## src/rtl/axi_pkg.sv

```systemverilog
// Shared AXI definitions for the subordinate responder and anything that
// decodes its new_data vector.
//  - resp_t   : AXI response codes carried on BRESP/RRESP
//  - CH_*     : bit positions of each channel inside the 5-bit new_data /
//               tx_en style vectors ([4]AW [3]W [2]B [1]AR [0]R)
//  - range_resp : maps an address range check onto the response code
package axi_pkg;

  typedef enum logic [1:0] {
    OKAY   = 2'b00,
    EXOKAY = 2'b01,
    SLVERR = 2'b10,
    DECERR = 2'b11
  } resp_t;

  localparam int CH_AW = 4;
  localparam int CH_W  = 3;
  localparam int CH_B  = 2;
  localparam int CH_AR = 1;
  localparam int CH_R  = 0;

  // In-range accesses complete normally; anything beyond the array is a
  // subordinate error (the decode itself always succeeds, so never DECERR).
  function automatic resp_t range_resp(input logic in_range);
    return in_range ? OKAY : SLVERR;
  endfunction

endpackage

```

## src/rtl/axi_sub_mem_array.sv

```systemverilog
// Word-addressed storage behind the AXI subordinate responder.
// Ports:
//  clk, rst : clock and asynchronous active-high clear (all words -> 0)
//  we       : commit a write this edge
//  waddr    : word index of the write
//  wdata    : write data, only lanes with wstrb set are updated
//  wstrb    : byte enables, one per 8-bit lane of wdata
//  raddr    : word index of the read
//  rdata    : combinational read data (returns the pre-write value on the
//             edge a write to the same word commits)
module axi_sub_mem_array
  import axi_pkg::*;
#(
  parameter int DATA_W = 64,
  parameter int DEPTH  = 16,
  parameter int IDX_W  = $clog2(DEPTH)
) (
  input  logic                clk,
  input  logic                rst,
  input  logic                we,
  input  logic [IDX_W-1:0]    waddr,
  input  logic [DATA_W-1:0]   wdata,
  input  logic [DATA_W/8-1:0] wstrb,
  input  logic [IDX_W-1:0]    raddr,
  output logic [DATA_W-1:0]   rdata
);

  logic [DATA_W-1:0] mem [DEPTH];

  always_ff @(posedge clk or posedge rst) begin
    if (rst) begin
      for (int i = 0; i < DEPTH; i++) begin
        mem[i] <= '0;
      end
    end else if (we) begin
      for (int b = 0; b < DATA_W / 8; b++) begin
        if (wstrb[b]) begin
          mem[waddr][b*8 +: 8] <= wdata[b*8 +: 8];
        end
      end
    end
  end

  assign rdata = mem[raddr];

endmodule

```

## src/rtl/axi_sub_responder.sv

```systemverilog
// AXI subordinate endpoint serving single-beat writes (AW+W -> B) and
// reads (AR -> R) out of an internal word-addressed memory.
// Ports:
//  ACLK, ARESET             : clock, asynchronous active-high reset
//  AWADDR/AWVALID/AWREADY   : write address channel
//  WDATA/WSTRB/WVALID/WREADY: write data channel
//  BRESP/BVALID/BREADY      : write response channel
//  ARADDR/ARVALID/ARREADY   : read address channel
//  RDATA/RRESP/RVALID/RREADY: read data channel
//  new_data                 : one-cycle pulse per channel handshake,
//                             [4]AW [3]W [2]B [1]AR [0]R
//  dbg_state                : {write FSM in WR_RESP, read FSM in RD_DATA}
//
// Handshake semantics (all channels): a beat transfers on the rising edge
// where VALID and READY are both high. A source holds VALID and its payload
// stable until that edge. READY outputs here are functions of local state
// only (never of a VALID input) and are forced low while ARESET is high.
module axi_sub_responder
  import axi_pkg::*;
#(
  parameter int ADDR_W = 32,
  parameter int DATA_W = 64,
  parameter int DEPTH  = 16
) (
  input  logic                ACLK,
  input  logic                ARESET,
  input  logic [ADDR_W-1:0]   AWADDR,
  input  logic                AWVALID,
  output logic                AWREADY,
  input  logic [DATA_W-1:0]   WDATA,
  input  logic [DATA_W/8-1:0] WSTRB,
  input  logic                WVALID,
  output logic                WREADY,
  output logic [1:0]          BRESP,
  output logic                BVALID,
  input  logic                BREADY,
  input  logic [ADDR_W-1:0]   ARADDR,
  input  logic                ARVALID,
  output logic                ARREADY,
  output logic [DATA_W-1:0]   RDATA,
  output logic [1:0]          RRESP,
  output logic                RVALID,
  input  logic                RREADY,
  output logic [4:0]          new_data,
  output logic [1:0]          dbg_state
);

  localparam int LANES = DATA_W / 8;
  localparam int OFF_W = $clog2(LANES);
  localparam int IDX_W = $clog2(DEPTH);

  typedef enum logic {WR_IDLE, WR_RESP} wr_state_t;
  typedef enum logic {RD_IDLE, RD_DATA} rd_state_t;

  wr_state_t         wr_state;
  rd_state_t         rd_state;

  // AW and W are captured independently; a hold flag marks a captured beat
  // still waiting for its partner.
  logic              aw_held;
  logic              w_held;
  logic [ADDR_W-1:0] aw_addr_q;
  logic [DATA_W-1:0] w_data_q;
  logic [LANES-1:0]  w_strb_q;

  logic aw_fire, w_fire, b_fire, ar_fire, r_fire;
  logic wr_commit;

  logic [ADDR_W-1:0] wr_addr;
  logic [DATA_W-1:0] wr_data;
  logic [LANES-1:0]  wr_strb;
  logic [ADDR_W-1:0] wr_idx;
  logic [ADDR_W-1:0] rd_idx;
  logic              wr_in_range;
  logic              rd_in_range;
  logic [DATA_W-1:0] mem_rdata;

  assign AWREADY = !ARESET && (wr_state == WR_IDLE) && !aw_held;
  assign WREADY  = !ARESET && (wr_state == WR_IDLE) && !w_held;
  assign ARREADY = !ARESET && (rd_state == RD_IDLE);

  assign aw_fire = AWVALID && AWREADY;
  assign w_fire  = WVALID && WREADY;
  assign b_fire  = BVALID && BREADY;
  assign ar_fire = ARVALID && ARREADY;
  assign r_fire  = RVALID && RREADY;

  // The beat that completes the pair may arrive this very edge, so take
  // the live bus value for whichever half is not yet held.
  assign wr_addr = aw_held ? aw_addr_q : AWADDR;
  assign wr_data = w_held ? w_data_q : WDATA;
  assign wr_strb = w_held ? w_strb_q : WSTRB;

  assign wr_commit = (wr_state == WR_IDLE) && (aw_held || aw_fire) && (w_held || w_fire);

  // Byte offset bits are dropped; the full upper index is range checked so
  // aliases beyond DEPTH never reach the array.
  assign wr_idx      = wr_addr >> OFF_W;
  assign rd_idx      = ARADDR >> OFF_W;
  assign wr_in_range = wr_idx < ADDR_W'(DEPTH);
  assign rd_in_range = rd_idx < ADDR_W'(DEPTH);

  axi_sub_mem_array #(
    .DATA_W (DATA_W),
    .DEPTH  (DEPTH),
    .IDX_W  (IDX_W)
  ) u_mem (
    .clk   (ACLK),
    .rst   (ARESET),
    .we    (wr_commit && wr_in_range),
    .waddr (wr_idx[IDX_W-1:0]),
    .wdata (wr_data),
    .wstrb (wr_strb),
    .raddr (rd_idx[IDX_W-1:0]),
    .rdata (mem_rdata)
  );

  // Write FSM
  always_ff @(posedge ACLK or posedge ARESET) begin
    if (ARESET) begin
      wr_state  <= WR_IDLE;
      aw_held   <= 1'b0;
      w_held    <= 1'b0;
      aw_addr_q <= '0;
      w_data_q  <= '0;
      w_strb_q  <= '0;
      BVALID    <= 1'b0;
      BRESP     <= OKAY;
    end else if (wr_state == WR_IDLE) begin
      if (aw_fire) begin
        aw_held   <= 1'b1;
        aw_addr_q <= AWADDR;
      end
      if (w_fire) begin
        w_held   <= 1'b1;
        w_data_q <= WDATA;
        w_strb_q <= WSTRB;
      end
      if (wr_commit) begin
        BVALID   <= 1'b1;
        BRESP    <= range_resp(wr_in_range);
        wr_state <= WR_RESP;
      end
    end else begin
      // Holds stay set through WR_RESP and release with the response.
      if (b_fire) begin
        BVALID   <= 1'b0;
        aw_held  <= 1'b0;
        w_held   <= 1'b0;
        wr_state <= WR_IDLE;
      end
    end
  end

  // Read FSM; the array read is combinational so a write committing on the
  // same edge is not yet visible (read-before-write).
  always_ff @(posedge ACLK or posedge ARESET) begin
    if (ARESET) begin
      rd_state <= RD_IDLE;
      RVALID   <= 1'b0;
      RDATA    <= '0;
      RRESP    <= OKAY;
    end else if (rd_state == RD_IDLE) begin
      if (ar_fire) begin
        RVALID   <= 1'b1;
        RDATA    <= rd_in_range ? mem_rdata : '0;
        RRESP    <= range_resp(rd_in_range);
        rd_state <= RD_DATA;
      end
    end else begin
      if (r_fire) begin
        RVALID   <= 1'b0;
        rd_state <= RD_IDLE;
      end
    end
  end

  always_ff @(posedge ACLK or posedge ARESET) begin
    if (ARESET) begin
      new_data <= '0;
    end else begin
      new_data[CH_AW] <= aw_fire;
      new_data[CH_W]  <= w_fire;
      new_data[CH_B]  <= b_fire;
      new_data[CH_AR] <= ar_fire;
      new_data[CH_R]  <= r_fire;
    end
  end

  assign dbg_state = {wr_state == WR_RESP, rd_state == RD_DATA};

endmodule
```

## config.mk

```make
export PLATFORM = sky130hd
export DESIGN_NAME = axi_sub_responder
export DESIGN_NICKNAME = d
export VERILOG_FILES = /design/src/rtl/axi_pkg.sv /design/src/rtl/axi_sub_mem_array.sv /design/src/rtl/axi_sub_responder.sv
export SDC_FILE = /design/constraint.sdc
export NUM_CORES = 2
export LEC_CHECK = 0
export CAP_MARGIN = 10
export CORE_ASPECT_RATIO = 0.9
export CORE_UTILIZATION = 44
export CTS_BUF_LIST = sky130_fd_sc_hd__clkbuf_8 sky130_fd_sc_hd__clkbuf_16
export CTS_CLUSTER_DIAMETER = 100
export DETAILED_ROUTE_END_ITERATION = 8
export GPL_ROUTABILITY_DRIVEN = 0
export PLACE_DENSITY = 0.63
export SYNTH_ARGS = -nofsm -noshare
export SYNTH_HDL_FRONTEND = slang
export SYNTH_SLANG_ARGS = --single-unit
```

## constraint.sdc

```tcl
create_clock -name ACLK -period 132 [get_ports ACLK]
set_input_delay 26.4 -clock ACLK [delete_from_list [all_inputs] [get_ports ACLK]]
set_output_delay 26.4 -clock ACLK [all_outputs]
set_load 0.1 [all_outputs]
```

Word level (Yosys, flattened, before mapping)

Cells that the tools add are included.

Bitwise gates (word level): 4
Equal/unequal tests: 2
Order comparisons: 5
Mux-type cells: 64
Reductions and logical operators: 30

Operator list:

| cell                                                                          | count |
|---|---|
| 1024-bit two-way mux                                                          | 15 |
| 1024-bit bitwise mux                                                          | 8 |
| 64-bit demux with 4-bit select                                                | 8 |
| 64-bit two-way mux                                                            | 5 |
| 64-bit binary-select mux with 4-bit select                                    | 1 |
| 32-bit two-way mux                                                            | 2 |
| 29-bit by 5-bit less-than comparator with 1-bit output, second input constant | 2 |
| 56-bit two-way mux                                                            | 1 |
| 48-bit two-way mux                                                            | 1 |
| 40-bit two-way mux                                                            | 1 |
| 24-bit two-way mux                                                            | 1 |
| 1-bit two-way mux                                                             | 16 |
| 16-bit two-way mux                                                            | 1 |
| 8-bit two-way mux                                                             | 2 |
| 2-bit AND reduction                                                           | 8 |
| 1-bit logical AND                                                             | 13 |
| 5-bit >= comparator, second input constant                                    | 2 |
| 4-bit inverter with 5-bit output                                              | 2 |
| 2-bit nonzero test                                                            | 4 |
| 5-bit by 1-bit less-than comparator with 1-bit output, second input constant  | 1 |
| 2-bit two-way mux                                                             | 2 |
| 2-bit by 1-bit != test with 1-bit output, second input constant               | 2 |
| 1-bit zero test                                                               | 3 |
| 1-bit logical OR                                                              | 2 |
| 1-bit inverter                                                                | 2 |

Output and inout port bits: 80
Input bits: 143
Word-level logic and storage cells: 134
Bits in registers: 1,207

Logic depth before layout (Yosys ltp)

Depth after elaboration: 29
Mapped depth: 9
Depth with buffers taken out: 6

By module

A second synthesis with hierarchy kept.

Cell total of the unflattened synthesis: 3,368
Area total of the unflattened synthesis: 55,445.7 um^2

Modules (own cells, without submodules):

| module            | instances | area each (um^2) | sequential area each (um^2) | cells each |
|---|---|---|---|---|
| axi_sub_mem_array | 1         | 47,715.8         | 25,624.6                    | 2,851 |
| axi_sub_responder | 1         | 7,729.9          | 4,454.3                     | 517 |

Least setup slack after synthesis

Ideal clock, no wire load.

Kind: input to output
Start point: input port ARESET
End point: output port AWREADY
Setup slack: 77.106 ns
Arrival: 28.494 ns
Required time: 105.600 ns
Buffers on the path: 0
Stages: 1
Cells stage by stage: nor3_1

Longest elaborated chain between the ends: 3

RTL lines:

| item                             | line                    | source |
|---|---|---|
| start: declaration               | axi_sub_responder.sv:26 | `input logic ARESET,` |
| 1-bit zero test (no source line) | n/a                     |  |
| 1-bit logical AND (2 in series)  | axi_sub_responder.sv:78 | `assign AWREADY = !ARESET && (wr_state == WR_IDLE) && !aw_held;` |
| end: declaration                 | axi_sub_responder.sv:29 | `output logic AWREADY,` |

No other way between the ends.

Worst setup path after layout

Ends and elaborated chain as after synthesis.

==> metrics.md <==
| Metric | Value |
|---|---|
| Outcome | completed |
| VDD IR max | 0.0133 mV |
| Int Pwr | 669 uW |
| Clock network fraction of design power | 0.396 |
| Nets@finish | 3682 |
| Final period util | 0.417 |
| Post-synth EDFFs | 0 |
| Worst-path cell chain | clkdlybuf4s50_1 > nor3_1 > clkdlybuf4s50_1 |
| Max cap viols | 0 |
| Syn Std Cell Area | 55000 um2 |
| Relative slew slack | 0.272 |
| P_sw | 283 uW |
| Layout cells sized above 1 | 0.503 |
| Hold/Removal Path Class | register to register |
| Met2 wire len | 61400 um |
| Top post-synthesis cells by area | dfrtp_1, mux2_2, mux4_2 |
| CP endpoint kind | output pin |
| Measured slew at the worst slew-check pin | 1.09 ns |
| Worst Hold End | u_mem.mem[191] |
| Top cells by count, synth | dfrtp_1, mux2_2, mux4_2 |
| Worst path max stage delay | 1.20 ns |
| FF-to-FF path depth | 8 |
| Slowest cell on the critical path | clkdlybuf4s50_1 |
| Vias in the first global route | 31898 |
| Post-synth cell types | 42 |
| Fillers | 10181 |
| Rows | 122 |
| First DRT Iteration DRCs | 1842 |
| Worst reg2reg path startpoint | aw_held |
| Hold depth | 1 |
| Resized Gates After CTS | 0 |
| Gr usage total | 0.216 |
| Kind of cell adding the most delay to the critical path | buffers and inverters |
| Initial Utilization | 0.445 |
| I/O Buffers | 214 |
| Max-slew violations | 0 |
| WP buf/inv | 2 |
| CP max FO | 5 |
| Fmax achieved | 18.2 MHz |
| Die width | 375 um |
| Drt wl/cell | 25.3 um |
| CTS root buffer | clkbuf_16 |
| Synthesis Warnings | 0 |
| Crit Path Class | primary input to output pin |
| RSZ-0062 raised after global routing | false |
| Final WL | 133000 um |
| Worst-path clk slew | 0.06 ns |
| Most numerous cell in the Yosys netlist | dfrtp_1 |
| Finished Cell Area | 63200 um2 |
| Initial antenna violation count | 6 |
| Hold Buf Count CTS | 0 |
| ANT nets after route | 0 |
| Congestion Overflow GR | 0 |
| Post-DP HPWL | 80000 um |
| Vias | 30357 |
| H-tree Lvls | 4 |
| Pwr dens | 15.1 nW/um2 |
| Die Ht | 337 um |
| Reg2Reg Setup Slack | 127.43 ns |
| Worst Skew | 0.0336 ns |
| Seq/Total Area, Yosys | 0.547 |
| Vias/cell | 5.78 |
| Sink Count | 1202 |
| Clk buf depth | 3 |
| Reg-to-Reg End | u_mem.mem[594] |
| Core box area | 123000 um2 |
| Setup Viol. Count Final | 0 |
| Logic pwr share | 0.176 |
| Setup_tns | 0 ns |
| Synth-to-layout area growth | 14.9% |
| I/O pins | 223 |
| Share of Yosys cell area claimed by the top area cell type | 0.547 |
| CP startpoint kind | primary input |
| Seq cells post-synth | 1202 |
| Fin. Hold Viols | 0 |
| Post-Place Cell Area | 58700 um2 |
| Synth async-reset ratio | 1.00 |
| Pre-Repair DR Iteration Count | 5 |
| Leakage power | 29.5 nW |
| Main flop type after synthesis | dfrtp_1 |
| DR WL met3 | 5730 um |
| TritonCTS clock tree | built |
| Leading area contributor after synthesis | dfrtp_1 |
| M1 WL | 62900 um |
| Worst skew pair latency | 0.76 ns |
| Hold wc startpoint | u_mem.mem[191] |
| Reg power frac | 0.428 |
| CTS buffer count | 132 |
| Minimum clock period | 54.99 ns |
| Synthesized area per cell | 16.4 um2 |
| Switching Fraction | 0.297 |
| Worst EP required | 105.60 ns |
| Cell mode on critical path | clkdlybuf4s50_1 |
| Remaining DRCs | 0 |
| Setup repair bufs after CTS | 0 |
| DR top layer | met5 |
| Die Footprint | 126000 um2 |
| Syn Inst Count | 3361 |
| First-pass GRT wire length | 206000 um |
| Crit path arrival time | 28.59 ns |
| Largest net degree at the start of global routing | 166 |
-- power groups by stage --
| stage | Combinational, mW | Sequential [mW] | Clock [mW] |
|---|---|---|---|
| 6_report | 0.168 | 0.408 | 0.377 |
| 5_1_grt | 0.180 | 0.411 | 0.400 |
| 4_1_cts | 0.169 | 0.408 | 0.385 |
| 3_5_place_dp | 0.168 | 0.414 | 0 |
| 3_3_place_gp | 0.168 | 0.413 | 0 |
| 2_1_floorplan | 0.117 | 0.413 | 0 |
-- how the worst max path moves through the flow --
| stage | startpoint | endpoint | slack, ns | cells past startpoint |
|---|---|---|---|---|
| 2_1_floorplan | ARESET | BRESP[1] | 71.74 | 1 |
| 3_3_place_gp | ARESET | WREADY | 77.08 | 3 |
| 3_5_place_dp | ARESET | AWREADY | 77.02 | 3 |
| 4_1_cts | ARESET | AWREADY | 77.01 | 3 |
| 5_1_grt | ARESET | AWREADY | 76.90 | 3 |
| 6_report | ARESET | AWREADY | 77.01 | 3 |
-- logic make-up after synthesis --
group                  after synthesis  share of synthesized area
AOI/OAI and AO/OA                  211                     0.0315
and+or+nand+nor                    265                     0.0496
DFF                               1202                      0.547
muxes                             1452                      0.353
other                                1                  0.0000682
buffers and inverters              230                     0.0185
-- state kept, by name, summed over array words and instances, names as in the netlist --
name       count
RVALID         1
wr_state       1
BVALID         1
w_held         1
RRESP          1
new_data       5
RDATA         64
aw_addr_q     29
aw_held        1
w_data_q      64
w_strb_q       8
u_mem.mem   1024
rd_state       1
BRESP          1
-- worst reg2reg max path, stage by stage (launching register included) --
cell,delay [ns]
dfrtp_1,0.51
buf_4,0.41
nor4b_2,0.28
nand4_1,0.19
o22a_4,0.56
buf_4,0.55
buf_4,0.53
nor3_2,0.99
mux2_2,0.42
-- per-layer routing --
layer	track usage	vias to the layer above
met2	0.332	619
li1	-	13190
met5	0	-
met3	0.0307	170
met4	0.0650	6
met1	0.319	16372
-- cells in the final DEF, fill, tap and decap left out, types with 4 or more instances in the layout --
master / n
dfrtp_1: 1201
mux2_2: 1105
mux4_2: 256
clkdlybuf4s50_1: 212
clkbuf_16: 135
a22oi_1: 128
nor3_4: 106
nand2_1: 75
a22o_1: 64
mux2_1: 43
mux2_4: 40
buf_4: 39
inv_1: 36
clkbuf_8: 29
clkinv_2: 24
nor4_1: 16
nor3_2: 14
nand3_2: 12
nand3_4: 11
bufinv_16: 11
mux2i_4: 8
nor2_1: 7
inv_6: 7
nand4_1: 4
clkinv_8: 4
clkinvlp_4: 4
buf_12: 4
-- layout make-up --
cell class / instances / area [um2] / share of cell area
Sequential cell: 1202 / 30100 / 0.476
Timing Repair Buffer: 257 / 2520 / 0.0400
Clock buffer: 164 / 3780 / 0.0598
Multi-Input combinational cell: 1930 / 24000 / 0.380
Tap cell: 1612 / 2020 / 0.0319
Inverter: 16 / 67.6 / 0.00107
Antenna cell: 1 / 2.50 / 0.0000396
Clock inverter: 72 / 694 / 0.0110
-- through the flow --
step | setup slack, ns | instances | total power, mW | hold slack, ns | utilization
after floorplan | 71.74 | 3362 | 0.531 | 0.452 | -
after global placement | 77.08 | 5017 | 0.581 | 0.463 | 0.475
after detailed placement | 77.02 | 5017 | 0.582 | 0.471 | 0.475
after CTS | 77.01 | 5253 | 0.962 | 0.484 | 0.512
after global routing | 76.90 | 5253 | 0.991 | 0.496 | 0.512
final | 77.01 | 5254 | 0.952 | 0.482 | 0.512
No activity file was read; power rests on OpenSTA's default activity.
